## config.mk

```make
export PLATFORM = sky130hd
export DESIGN_NAME = msx_esp_uart_bridge
export DESIGN_NICKNAME = d
export VERILOG_FILES = /design/src/rtl/msx_esp_uart_bridge_pkg.sv /design/src/rtl/msx_esp_uart_bridge_sync_fifo.sv /design/src/rtl/msx_esp_uart_bridge.sv
export SDC_FILE = /design/constraint.sdc
export NUM_CORES = 1
export LEC_CHECK = 0
export BUFFER_PORTS_ARGS = -buffer_cell sky130_fd_sc_hd__buf_2
export CELL_PAD_IN_SITES_DETAIL_PLACEMENT = 1
export CELL_PAD_IN_SITES_GLOBAL_PLACEMENT = 1
export CORE_ASPECT_RATIO = 1.75
export CORE_MARGIN = 3
export CORE_UTILIZATION = 45
export CTS_BUF_LIST = sky130_fd_sc_hd__clkbuf_16
export DETAILED_ROUTE_END_ITERATION = 8
export PLACE_DENSITY_LB_ADDON = 0.1
export SLEW_MARGIN = 10
export SYNTH_ARGS = -nofsm -noshare
export SYNTH_HDL_FRONTEND = slang
export SYNTH_SLANG_ARGS = --single-unit
```

## constraint.sdc

```tcl
create_clock -name clk50m -period 4.8 [get_ports clk50m]
set_clock_uncertainty 0.2 [all_clocks]
set_input_delay 0.96 -clock clk50m [delete_from_list [all_inputs] [get_ports clk50m]]
set_output_delay 0.96 -clock clk50m [all_outputs]
set_load 0.03 [all_outputs]
```

## src/rtl/msx_esp_uart_bridge_pkg.sv

```systemverilog
//------------------------------------------------------------------------------
// msx_esp_uart_bridge_pkg : shared types and constants for the MSX/ESP bridge
// Rev 1.0
//------------------------------------------------------------------------------
`default_nettype none

package msx_esp_uart_bridge_pkg;

  typedef enum logic [1:0] {
    UART_IDLE  = 2'd0,
    UART_START = 2'd1,
    UART_DATA  = 2'd2,
    UART_STOP  = 2'd3
  } uart_state_t;

  localparam int STAT_RX_AVAIL = 0;
  localparam int STAT_TX_FULL  = 1;
  localparam int STAT_OVERRUN  = 2;
  localparam int STAT_TX_BUSY  = 3;
  localparam int STAT_FERR     = 4;

  // Bit period in clock cycles, rounded to nearest.
  function automatic int baud_div(input int clk_hz, input int baud);
    return (clk_hz + baud / 2) / baud;
  endfunction

endpackage

`default_nettype wire

```

## src/rtl/msx_esp_uart_bridge_sync_fifo.sv

```systemverilog
//------------------------------------------------------------------------------
// bridge_sync_fifo : single-clock FIFO with flush, used for the TX and RX paths
// Rev 1.0
//------------------------------------------------------------------------------
`default_nettype none

module bridge_sync_fifo #(
  parameter int DEPTH = 16,
  parameter int WIDTH = 8
) (
  input  logic             clk,
  input  logic             rst,
  input  logic             push,
  input  logic             pop,
  input  logic             flush,
  input  logic [WIDTH-1:0] din,
  output logic [WIDTH-1:0] head,
  output logic             full,
  output logic             empty
);

  localparam int AW = $clog2(DEPTH);

  logic [WIDTH-1:0] mem [DEPTH];
  logic [AW-1:0]    wr_ptr;
  logic [AW-1:0]    rd_ptr;
  logic [AW:0]      count;
  logic             do_push;
  logic             do_pop;

  assign full    = (count == (AW+1)'(DEPTH));
  assign empty   = (count == '0);
  assign do_pop  = pop && !empty;
  // A pop in the same cycle frees the slot a full FIFO needs for the push.
  assign do_push = push && (!full || do_pop);
  assign head    = mem[rd_ptr];

  always_ff @(posedge clk) begin
    if (rst || flush) begin
      wr_ptr <= '0;
      rd_ptr <= '0;
      count  <= '0;
    end else begin
      if (do_push) wr_ptr <= wr_ptr + 1'b1;
      if (do_pop)  rd_ptr <= rd_ptr + 1'b1;
      case ({do_push, do_pop})
        2'b10:   count <= count + 1'b1;
        2'b01:   count <= count - 1'b1;
        default: count <= count;
      endcase
    end
  end

  always_ff @(posedge clk) begin
    if (do_push && !flush) mem[wr_ptr] <= din;
  end

endmodule

`default_nettype wire

```

## src/rtl/msx_esp_uart_bridge.sv

```systemverilog
//------------------------------------------------------------------------------
// msx_esp_uart_bridge : MSX I/O ports <-> ESP8266 8N1 UART with TX/RX FIFOs
// Rev 1.0
//------------------------------------------------------------------------------
`default_nettype none

module msx_esp_uart_bridge
  import msx_esp_uart_bridge_pkg::*;
#(
  parameter int         CLK_HZ      = 50000000,
  parameter int         BAUD        = 115200,
  parameter logic [7:0] DATA_PORT   = 8'h06,
  parameter logic [7:0] STATUS_PORT = 8'h07,
  parameter int         FIFO_DEPTH  = 16
) (
  input  logic       clk50m,
  input  logic       rst,
  input  logic       msx_iorq,
  input  logic       msx_rd,
  input  logic       msx_wr,
  input  logic [7:0] msx_adr,
  input  logic [7:0] msx_data_in,
  output logic [7:0] msx_data_out,
  output logic       msx_data_oe,
  input  logic       esp_rxd,
  output logic       esp_txd
);

  localparam int                BIT_CYC   = baud_div(CLK_HZ, BAUD);
  localparam int                CNT_W     = $clog2(BIT_CYC + 1);
  localparam logic [CNT_W-1:0]  BIT_LAST  = CNT_W'(BIT_CYC - 1);
  localparam logic [CNT_W-1:0]  HALF_LAST = CNT_W'(BIT_CYC / 2 - 1);

  logic [1:0] iorq_sr, rd_sr, wr_sr, rxd_sr;
  logic       wr_act, rd_act, wr_act_q, rd_act_q, rxd_s, rxd_q;
  logic       wr_rise, rd_rise, rd_fall;
  logic [7:0] rd_adr;

  always_ff @(posedge clk50m) begin
    if (rst) begin
      iorq_sr  <= 2'b11;
      rd_sr    <= 2'b11;
      wr_sr    <= 2'b11;
      rxd_sr   <= 2'b11;
      wr_act_q <= 1'b0;
      rd_act_q <= 1'b0;
      rxd_q    <= 1'b1;
      rd_adr   <= 8'h00;
    end else begin
      iorq_sr  <= {iorq_sr[0], msx_iorq};
      rd_sr    <= {rd_sr[0], msx_rd};
      wr_sr    <= {wr_sr[0], msx_wr};
      rxd_sr   <= {rxd_sr[0], esp_rxd};
      wr_act_q <= wr_act;
      rd_act_q <= rd_act;
      rxd_q    <= rxd_s;
      // The bus address is gone by the time the synchronised read ends.
      if (rd_rise) rd_adr <= msx_adr;
    end
  end

  assign wr_act  = !iorq_sr[1] && !wr_sr[1];
  assign rd_act  = !iorq_sr[1] && !rd_sr[1];
  assign rxd_s   = rxd_sr[1];
  assign wr_rise = wr_act && !wr_act_q;
  assign rd_rise = rd_act && !rd_act_q;
  assign rd_fall = !rd_act && rd_act_q;

  logic       wr_stat, tx_push, tx_flush, rx_flush, rx_pop, flag_clr;
  logic       tx_pop, tx_full, tx_empty, rx_push, rx_full, rx_empty;
  logic [7:0] tx_head, rx_head, rx_shift;

  assign wr_stat  = wr_rise && (msx_adr == STATUS_PORT);
  assign tx_push  = wr_rise && (msx_adr == DATA_PORT);
  assign tx_flush = wr_stat && msx_data_in[1];
  assign rx_flush = wr_stat && msx_data_in[0];
  assign rx_pop   = rd_fall && (rd_adr == DATA_PORT);
  assign flag_clr = (wr_stat && msx_data_in[2]) || (rd_fall && (rd_adr == STATUS_PORT));

  bridge_sync_fifo #(.DEPTH(FIFO_DEPTH), .WIDTH(8)) u_tx_fifo (
    .clk(clk50m), .rst(rst), .push(tx_push), .pop(tx_pop), .flush(tx_flush),
    .din(msx_data_in), .head(tx_head), .full(tx_full), .empty(tx_empty)
  );

  bridge_sync_fifo #(.DEPTH(FIFO_DEPTH), .WIDTH(8)) u_rx_fifo (
    .clk(clk50m), .rst(rst), .push(rx_push), .pop(rx_pop), .flush(rx_flush),
    .din(rx_shift), .head(rx_head), .full(rx_full), .empty(rx_empty)
  );

  uart_state_t      tx_state, tx_next;
  logic [CNT_W-1:0] tx_cnt;
  logic [2:0]       tx_bit;
  logic [7:0]       tx_shift;
  logic             tx_tick, tx_avail;

  assign tx_tick  = (tx_cnt == BIT_LAST);
  assign tx_avail = !tx_empty && !tx_flush;

  always_ff @(posedge clk50m) begin
    if (rst) tx_state <= UART_IDLE;
    else     tx_state <= tx_next;
  end

  always_comb begin
    tx_next = tx_state;
    case (tx_state)
      UART_IDLE:  if (tx_avail) tx_next = UART_START;
      UART_START: if (tx_tick) tx_next = UART_DATA;
      UART_DATA:  if (tx_tick && tx_bit == 3'd7) tx_next = UART_STOP;
      UART_STOP:  if (tx_tick) tx_next = tx_avail ? UART_START : UART_IDLE;
      default:    tx_next = UART_IDLE;
    endcase
  end

  always_comb begin
    esp_txd = 1'b1;
    tx_pop  = 1'b0;
    case (tx_state)
      UART_IDLE:  tx_pop  = tx_avail;
      UART_START: esp_txd = 1'b0;
      UART_DATA:  esp_txd = tx_shift[0];
      UART_STOP:  tx_pop  = tx_tick && tx_avail;
      default:    esp_txd = 1'b1;
    endcase
  end

  always_ff @(posedge clk50m) begin
    if (rst) begin
      tx_cnt   <= '0;
      tx_bit   <= 3'd0;
      tx_shift <= 8'h00;
    end else begin
      if (tx_state == UART_IDLE || tx_tick) tx_cnt <= '0;
      else                                  tx_cnt <= tx_cnt + 1'b1;
      if (tx_pop) begin
        tx_shift <= tx_head;
        tx_bit   <= 3'd0;
      end else if (tx_state == UART_DATA && tx_tick) begin
        tx_shift <= {1'b0, tx_shift[7:1]};
        tx_bit   <= tx_bit + 1'b1;
      end
    end
  end

  uart_state_t      rx_state, rx_next;
  logic [CNT_W-1:0] rx_cnt;
  logic [2:0]       rx_bit;
  logic             rx_tick, rx_half, rx_fall, ovr_set, ferr_set;
  logic             overrun, ferr;

  assign rx_tick = (rx_cnt == BIT_LAST);
  assign rx_half = (rx_cnt == HALF_LAST);
  // Needs a high-to-low transition, so after a framing error the line must idle high first.
  assign rx_fall = rxd_q && !rxd_s;

  always_ff @(posedge clk50m) begin
    if (rst) rx_state <= UART_IDLE;
    else     rx_state <= rx_next;
  end

  always_comb begin
    rx_next = rx_state;
    case (rx_state)
      UART_IDLE:  if (rx_fall) rx_next = UART_START;
      UART_START: if (rx_half) rx_next = rxd_s ? UART_IDLE : UART_DATA;
      UART_DATA:  if (rx_tick && rx_bit == 3'd7) rx_next = UART_STOP;
      UART_STOP:  if (rx_tick) rx_next = UART_IDLE;
      default:    rx_next = UART_IDLE;
    endcase
  end

  always_comb begin
    rx_push  = 1'b0;
    ovr_set  = 1'b0;
    ferr_set = 1'b0;
    if (rx_state == UART_STOP && rx_tick) begin
      rx_push  = rxd_s;
      ovr_set  = rxd_s && rx_full && !rx_pop;
      ferr_set = !rxd_s;
    end
  end

  always_ff @(posedge clk50m) begin
    if (rst) begin
      rx_cnt   <= '0;
      rx_bit   <= 3'd0;
      rx_shift <= 8'h00;
      overrun  <= 1'b0;
      ferr     <= 1'b0;
    end else begin
      if (rx_state == UART_IDLE || rx_tick || (rx_state == UART_START && rx_half)) rx_cnt <= '0;
      else                                                                        rx_cnt <= rx_cnt + 1'b1;
      if (rx_state == UART_START) begin
        rx_bit <= 3'd0;
      end else if (rx_state == UART_DATA && rx_tick) begin
        rx_shift <= {rxd_s, rx_shift[7:1]};
        rx_bit   <= rx_bit + 1'b1;
      end
      if (ovr_set)       overrun <= 1'b1;
      else if (flag_clr) overrun <= 1'b0;
      if (ferr_set)      ferr    <= 1'b1;
      else if (flag_clr) ferr    <= 1'b0;
    end
  end

  logic [7:0] status;

  always_comb begin
    status                = 8'h00;
    status[STAT_RX_AVAIL] = !rx_empty;
    status[STAT_TX_FULL]  = tx_full;
    status[STAT_OVERRUN]  = overrun;
    status[STAT_TX_BUSY]  = (tx_state != UART_IDLE) || !tx_empty;
    status[STAT_FERR]     = ferr;
  end

  assign msx_data_oe  = !msx_iorq && !msx_rd && ((msx_adr == DATA_PORT) || (msx_adr == STATUS_PORT));
  assign msx_data_out = (msx_adr == STATUS_PORT) ? status : (rx_empty ? 8'hFF : rx_head);

endmodule

`default_nettype wire

```

# == After elaboration in Yosys (flattened, before gate mapping) ==
# Memory sizes are Yosys's and may differ from the RTL's. A register that Yosys moved wholly into a read port is not among the register bits.
# Index checks and enable logic that the tools add are counted.
# W data, S select, Z words.
# op_classes
n_addsub,12
eq_ne,29
muxes,34
bitwise_logic,1
n_reduce_logical,74
# ops
cell,n
$eq A8 B3 Y1 const B,4
$mux W8,4
$logic_and A1 B1 Y1,31
$pmux W5 S2,2
$add A9 B1 Y9 const B,2
$eq A9 B9 Y1 const B,2
$mux W2,9
$add A4 B1 Y4 const B,4
$logic_not A1 Y1,16
$mux W4,4
$ne A2 B2 Y1 const B,8
$pmux W2 S4,2
$eq A2 B2 Y1 const B,6
$reduce_bool A2 Y1,6
$mux W1,11
$add A5 B1 Y5 const B,2
$eq A5 B5 Y1 const B,2
$logic_not A5 Y1,2
$logic_or A1 B1 Y1,10
$sub A5 B1 Y5 const B,2
$eq A9 B8 Y1 const B,1
$eq A2 B1 Y1 const B,4
$reduce_and A4 Y1,2
$reduce_or A2 Y1,4
6 further kinds,10
# totals
regBits,91
ram_bits,256
inputBits,22
wordCells,176
mem_count,2
# memory_table
memory,depth,width,read_ports,rd_ports_with_merged_regs,wr,line_no,rtl
u_rx_fifo.mem,16,8,1,1,1,msx_esp_uart_bridge_sync_fifo.sv:24,logic [WIDTH-1:0] mem [DEPTH];
u_tx_fifo.mem,16,8,1,1,1,msx_esp_uart_bridge_sync_fifo.sv:24,

# == Logic depth before layout (Yosys ltp) ==
# Gate-level depths: netlist (run 1).
# depth
word_depth,15
depth_mapped,16
mapped_depth_nobuf,15

# == Hierarchy ==
# A second synthesis (run 1) with hierarchy kept.
# unflattened
hier_cells,977
hier_area_um2,14776.7
# by_module_without_submodules
mod,instances,cells_per_inst,area_each_um2
bridge_sync_fifo at u_rx_fifo,1,328,5903.2
bridge_sync_fifo at u_tx_fifo,1,332,5865.6
msx_esp_uart_bridge,1,317,3007.9

# == Worst setup path after synthesis (run 1) ==
# Ideal clock, no wire load.
# synth_timing
path_type,input to register
from,input port msx_adr[4]
to,register u_tx_fifo.count[4]
setup_ns,0.071
t_arrival_ns,3.569
required_time_ns,4.529
setup_slack_ns,0.961
path_stages,12
path_cell_list,nor3_1 -> nand3_1 -> o211ai_1 -> inv_1 -> buf_2 -> ha_1 -> ha_1 -> nor2b_1 -> o21ai_0 -> a21oi_1 -> or4_1 -> a21oi_1
# synth_via
elab_chain_len,12
elab_cells_between_ends,17
classes_between,eq/ne: 4; mux: 2; reduce/logical: 11
# synth_lines
element,line_no,rtl
from (decl),msx_esp_uart_bridge.sv:21,"input logic [7:0] msx_adr,"
$eq A8 B3 Y1 *,msx_esp_uart_bridge.sv:73,assign wr_stat = wr_rise && (msx_adr == STATUS_PORT);
$logic_and A1 B1 Y1 *,msx_esp_uart_bridge.sv:73,
$logic_and A1 B1 Y1 *,msx_esp_uart_bridge.sv:75,assign tx_flush = wr_stat && msx_data_in[1];
$logic_not A1 Y1 *,msx_esp_uart_bridge.sv:97,assign tx_avail = !tx_empty && !tx_flush;
$logic_and A1 B1 Y1 *,msx_esp_uart_bridge.sv:97,
$logic_and A1 B1 Y1,msx_esp_uart_bridge.sv:122,UART_STOP: tx_pop = tx_tick && tx_avail;
$pmux W1 S2 *,msx_esp_uart_bridge.sv:118,case (tx_state)
$logic_and A1 B1 Y1 *,msx_esp_uart_bridge_sync_fifo.sv:33,assign do_pop = pop && !empty;
via u_tx_fifo.do_pop,msx_esp_uart_bridge_sync_fifo.sv:29,logic do_pop;
$logic_or A1 B1 Y1,msx_esp_uart_bridge_sync_fifo.sv:35,assign do_push = push && (!full || do_pop);
$logic_and A1 B1 Y1,msx_esp_uart_bridge_sync_fifo.sv:35,
$eq A2 B1 Y1 / $eq A2 B2 Y1 (equally long branches),msx_esp_uart_bridge_sync_fifo.sv:46,"case ({do_push, do_pop})"
$pmux W5 S2 / $reduce_bool A2 Y1 (equally long branches),n/a,
to (signal assigned),msx_esp_uart_bridge_sync_fifo.sv:47,2'b10: count <= count + 1'b1;
to (signal assigned),msx_esp_uart_bridge_sync_fifo.sv:48,2'b01: count <= count - 1'b1;
to (signal assigned),msx_esp_uart_bridge_sync_fifo.sv:49,default: count <= count;
to (decl),msx_esp_uart_bridge_sync_fifo.sv:27,logic [AW:0] count;
# The timed path passes the listed nets; every way through them passes the cells marked *.
# A chain may end at the register's enable or synchronous reset.

# == Final worst setup path (run 1) ==
# layout_timing
from,input port msx_adr[4]
to,output port msx_data_out[2]
# layout_via
elab_chain_len,2
# layout_lines
element,line_no,rtl
$eq A8 B3 Y1,msx_esp_uart_bridge.sv:218,assign msx_data_out = (msx_adr == STATUS_PORT) ? status : (rx_empty ? 8'hFF : rx_head);
$mux W8,msx_esp_uart_bridge.sv:218,
to (decl),msx_esp_uart_bridge.sv:23,"output logic [7:0] msx_data_out,"
# Every way passes these cells.

==> results of run 1 <==
final cells by class:
type	count	area, sq um	share of cell area (%)
flip-flops and latches	355	9670	59.8
multi-input cells	510	4560	28.2
clock buffers	35	876	5.41
well taps	396	495	3.06
repair buffers	46	268	1.65
clock inverters	25	193	1.19
inverters	32	120	0.742
worst register-to-register path: stages (launching register included):
cell      delay [ns]
dfxtp_1         0.35
nor3_1          0.52
nand3_1         0.45
o211ai_1        0.30
buf_4           0.21
inv_1           0.07
ha_1            0.25
ha_1            0.34
nor2b_1         0.15
o21ai_0         0.21
a21oi_1         0.12
or4_1           0.47
a21oi_1         0.14
worst paths after layout:
kind,startpoint,endpoint,depth (start not counted)
worst max register to register,iorq_sr[1],u_tx_fifo.count[4],12
worst min register to register,rxd_sr[0],rxd_sr[1],1
worst min-delay path,rxd_sr[0],rxd_sr[1],1
worst max-delay path,msx_adr[4],msx_data_out[2],7
metrics by stage:
step           instances  cell area (sq um)  hold slack (ns)  power [uW]  util, %
3_3_place_gp        1339              15100            0.198        3490     47.8
6_report            1399              16200            0.215        6030     51.2
5_1_grt             1399              16200            0.227        6220     51.2
2_1_floorplan        941              14500            0.189        3420        -
3_5_place_dp        1339              15100            0.202        3490     47.8
4_1_cts             1399              16200            0.218        6110     51.2
registers in the layout (all words and copies together), names as in the netlist, 5 cells and up, named ones only:
signal,count
u_tx_fifo.mem,128
rx_shift,8
tx_cnt,9
rd_adr,8
tx_shift,8
u_rx_fifo.mem,128
u_rx_fifo.count,5
rx_cnt,9
u_tx_fifo.count,5
power groups by stage:
stage               Sequential, uW  Combinational [uW]  Clock [uW]
detailed placement            3350                 140           0
floorplan                     3340                80.3           0
global route                  3280                 153        2790
global placement              3350                 137           0
finish                        3280                 137        2610
CTS                           3280                 141        2680
logic make-up after synthesis:
logic type | count (synthesis) | share of synthesized area (%)
muxes | 99 | 12.4
xor gates and xnor gates | 25 | 1.51
adders and majority gates | 34 | 3.03
AOI/OAI and AO/OA | 94 | 4.58
buffers and inverters | 76 | 2.08
and+or+nand+nor | 258 | 9.81
DFF | 355 | 66.6
synthesized netlist by cell type (all sizes together) (8+ instances only):
| master | instances | area, sq um |
|---|---|---|
| edfxtp | 256 | 7690 |
| dfxtp | 99 | 1980 |
| nor2 | 78 | 295 |
| mux4 | 65 | 1460 |
| mux2i | 34 | 340 |
| ha | 32 | 400 |
| inv | 32 | 120 |
| a21oi | 29 | 145 |
| clkbuf | 28 | 105 |
| nand2 | 28 | 105 |
| and2 | 27 | 169 |
| nand3 | 26 | 130 |
| and3 | 20 | 125 |
| nor3 | 20 | 121 |
| buf | 16 | 76.3 |
| a22oi | 14 | 105 |
| xnor2 | 13 | 114 |
| xor2 | 12 | 105 |
| a311oi | 11 | 96.3 |
| nor2b | 11 | 68.8 |
| or2 | 10 | 62.6 |
| o21ai | 8 | 40.0 |
per-layer routing:
layer  vias to the layer above  part of all wire [%]  global-route usage, %
met3                        69                   2.6                   2.38
met2                       126                    57                   38.5
met5                         -                     0                      0
li1                       3676                     -                      -
met1                      4123                    36                   21.7
met4                         0                   3.9                   7.46
==> metrics.yaml, run 1 <==
final_cell_mix: "edfxtp_1 (256), dfxtp_1 (97), nor2_1 (77)"
ys_seq_area_share_pct: 66.6
synthArstFlopShare_pct: 0
yosysUniqueCellTypes: 67
syn_area_per_cell_sq_um: 15.4
period_needed_ns: 4.15
place_congestion: 0.780
cp-start-kind: "input port"
cts_root_buf: "clkbuf_16"
crit_arrival_ns: 2.99
syn_area_sq_mm: 0.0145
rows: 86
antenna_found_initial: 0
grt_pass1_wl_um: 51700
cts_setup_buffers: 0
relSlewSlack_pct: 29.8
drv_slew: 0
netlist_instances: 941
cts.sinks: 355
finalCritPeriodShare_pct: 86.5
syn2layout_area_growth_pct: 11.4
synth_nets: 997
path_class: "input port to output port"
antenna_cells: 0
crit_path_end_kind: "output port"
ant_nets: 0
start_util_pct: 45.9
clk_path_buf_depth: 3
numPortBuffers: 31
fin_tns_setup_ns: 0
drc_errors: 0
power_density_mw_per_mm2: 373
fp.dieW_um: 142
combinationalPowerShare_pct: 2.3
synth_ff_type: "edfxtp_1"
power_leakage_uw: 0.00540
cp_top_family: "simple AND/OR/NAND/NOR gates"
clk_pin_slew_ns: 0.06
maxCapViolations: 0
cp_num_buf_inv: 2
first_pass_iters: 6
synth_edf_count: 256
seqPwrFrac_pct: 54.4
place_ws_ns: 0.294
wl_um: 33800
finalSetupViolCount: 0
worst_pin_slew_ns: 1.05
pwr-share-clk_pct: 43.3
p_switching_uw: 1230
hp-class: "flop to flop"
drive_gt1_share_pct: 18.6
max_freq_ghz: 0.241
cts_tree: "done"
cpMaxStageDelayCell: "nor2_1"
crit_fanout: 7
dieHeight_um: 244
cts_made_buffers: 34
postCtsHoldBufs: 0
internal_power_uw: 4800
cp_cell_sequence: "buf_2 > nor3_1 > nand2_1 > nor2_1 > nor3_1 > a221oi_1 > buf_2"
nFillCells: 3101
hpwl_um: 24100
drt_iter0_drc: 389
dieArea_sq_mm: 0.0346
grt_pass1_vias: 8556
num_io_pins: 32
status: "finished clean"
clock_latency_ns: 0.53
grt_max_degree: 32
htree_levels: 2
final_common_cell: "edfxtp_1"
irDropWorstVdd_mv: 0.367
rsz0062_at_grt: "false"
ys_ff_latch: 355
vias: 7994
max_stage_delay_ns: 0.44
reg2reg_slack_ns: 0.92
setup_slack_ns: 0.649
yosys_warnings: 0
hold_violations: 0
gr-total-overflow: 0
core_area_sq_mm: 0.0316
grt_use_total_pct: 19.9
swShare_pct: 20.4
vias_per_cell: 5.71
cp.required_ns: 3.64
wl_per_cell_um: 24.1
ctsResizeCount: 0
fin_nets: 1035
No activity file was read; power rests on OpenSTA's default activity.
==> run 2, diff against run 1 <==
- CORE_ASPECT_RATIO: 1.75 -> default
- SLEW_MARGIN: 10 -> 20
==> run 2 against run 1 <==
Non-clock buffer count shrank 4. Largest power group unchanged. Register-to-register slack lost 0.17 ns. Cell count grew 0.86%. Worst setup slack got worse by 0.038 ns. Clock power increased by 5%. Highest routed layer unchanged. Routed wire length is 4.3% lower. Via count unchanged.
==> metrics.yaml, run 2 (synthesis gave the netlist of run 1 again) <==
crit_fanout: 18
postCtsHoldBufs: 0
place_congestion: 0.762
clk_pin_slew_ns: 0.06
wl_per_cell_um: 22.9
grt_pass1_wl_um: 50100
dieHeight_um: 186
fin_tns_setup_ns: 0
rsz0062_at_grt: "false"
wl_um: 32300
grt_most_used_layer: "met2"
htree_levels: 2
grt_max_degree: 43
crit_path_end_kind: "output port"
first_pass_iters: 6
cts.sinks: 355
vias_per_cell: 5.67
irDropWorstVdd_mv: 0.267
drive_gt1_share_pct: 19.0
final_cell_mix: "edfxtp_1 (256), dfxtp_1 (97), nor2_1 (77)"
min_from: "iorq_sr[0]"
finalCritPeriodShare_pct: 87.3
core_area_sq_mm: 0.0317
drt_iter0_drc: 546
cts_root_buf: "clkbuf_16"
drv_slew: 0
grt_util_met3_pct: 3.71
path_class: "flop to output port"
ctsResizeCount: 0
hp-class: "flop to flop"
clock_latency_ns: 0.53
cts_made_buffers: 39
status: "finished clean"
met1_usage_pct: 29.0
numPortBuffers: 31
worst_pin_slew_ns: 1.08
antenna_cells: 0
final_common_cell: "edfxtp_1"
power_leakage_uw: 0.00544
max_freq_ghz: 0.239
gr-total-overflow: 0
dieArea_sq_mm: 0.0345
hpwl_um: 21000
dp.cells: 1341
vias: 7994
maxCapViolations: 0
num_io_pins: 32
reg_top3: "u_rx_fifo.mem (128), u_tx_fifo.mem (128)"
grt_pass1_vias: 8255
hold_violations: 0
cts_tree: "done"
antenna_found_initial: 0
crit_arrival_ns: 3.03
period_needed_ns: 4.19
drc_errors: 0
fin_nets: 1036
cp-start-kind: "flop"
rows: 65
cts_setup_buffers: 0
start_util_pct: 45.8
power_density_mw_per_mm2: 378
fin_cells: 1411
finalSetupViolCount: 0
met2_usage_pct: 29.5
fp.dieW_um: 186
r2r-start: "tx_state[0]"
cp.required_ns: 3.64
relSlewSlack_pct: 28.1
clk_path_buf_depth: 3
ant_nets: 0
grt_use_total_pct: 19.2
syn2layout_area_growth_pct: 12.1
==> run 2: final cells by class <==
type / instances / area, sq um
clock buffers: 40 / 1000
clock inverters: 30 / 175
fillers: 3049 / 15400
inverters: 32 / 120
multi-input cells: 510 / 4560
flip-flops and latches: 355 / 9670
well taps: 402 / 503
repair buffers: 42 / 250
==> run 2: per-stage QoR <==
step | setup WS (ns) | total power, uW | utilization [%] | hold WS, ns | cell area, sq um
finish | 0.611 | 6160 | 51.3 | 0.211 | 16300
global route | 0.376 | 6390 | 51.3 | 0.225 | 16300
CTS | 0.542 | 6240 | 51.3 | 0.213 | 16300
detailed placement | 0.339 | 3490 | 47.6 | 0.199 | 15100
global placement | 0.405 | 3480 | 47.6 | 0.194 | 15100
floorplan | 0.961 | 3420 | - | 0.189 | 14500
==> run 2: path summary, 6_finish.rpt <==
check	endpoint	slack [ns]	depth (start not counted)
setup / recovery	msx_data_out[6]	0.61	6
hold / removal	iorq_sr[1]	0.21	1
setup reg to reg	u_tx_fifo.count[4]	0.75	14
hold reg to reg	iorq_sr[1]	0.21	1
==> run 2: worst max-delay path, cell delays in order, from the launching register on <==
cell and delay (ns):
dfxtp_2 0.74, buf_12 0.28, mux4_2 0.56, nor2b_1 0.15, a2111oi_0 0.45, a311oi_1 0.11
buf_2 0.21
==> run 2: power by group <==
part           internal [uW]  switching [uW]  leakage (uW)
Sequential              3270            11.3       0.00314
Clock                   1570            1170      0.000628
Combinational           45.0            92.3       0.00168
Total                   4880            1280       0.00544
==> run 2: routing by layer <==
layer | share of wire [%] | vias to the layer above
met3 | 4.7 | 29
met4 | 1.3 | 0
met2 | 46 | 147
li1 | - | 3693
met5 | 0 | -
met1 | 48 | 4125
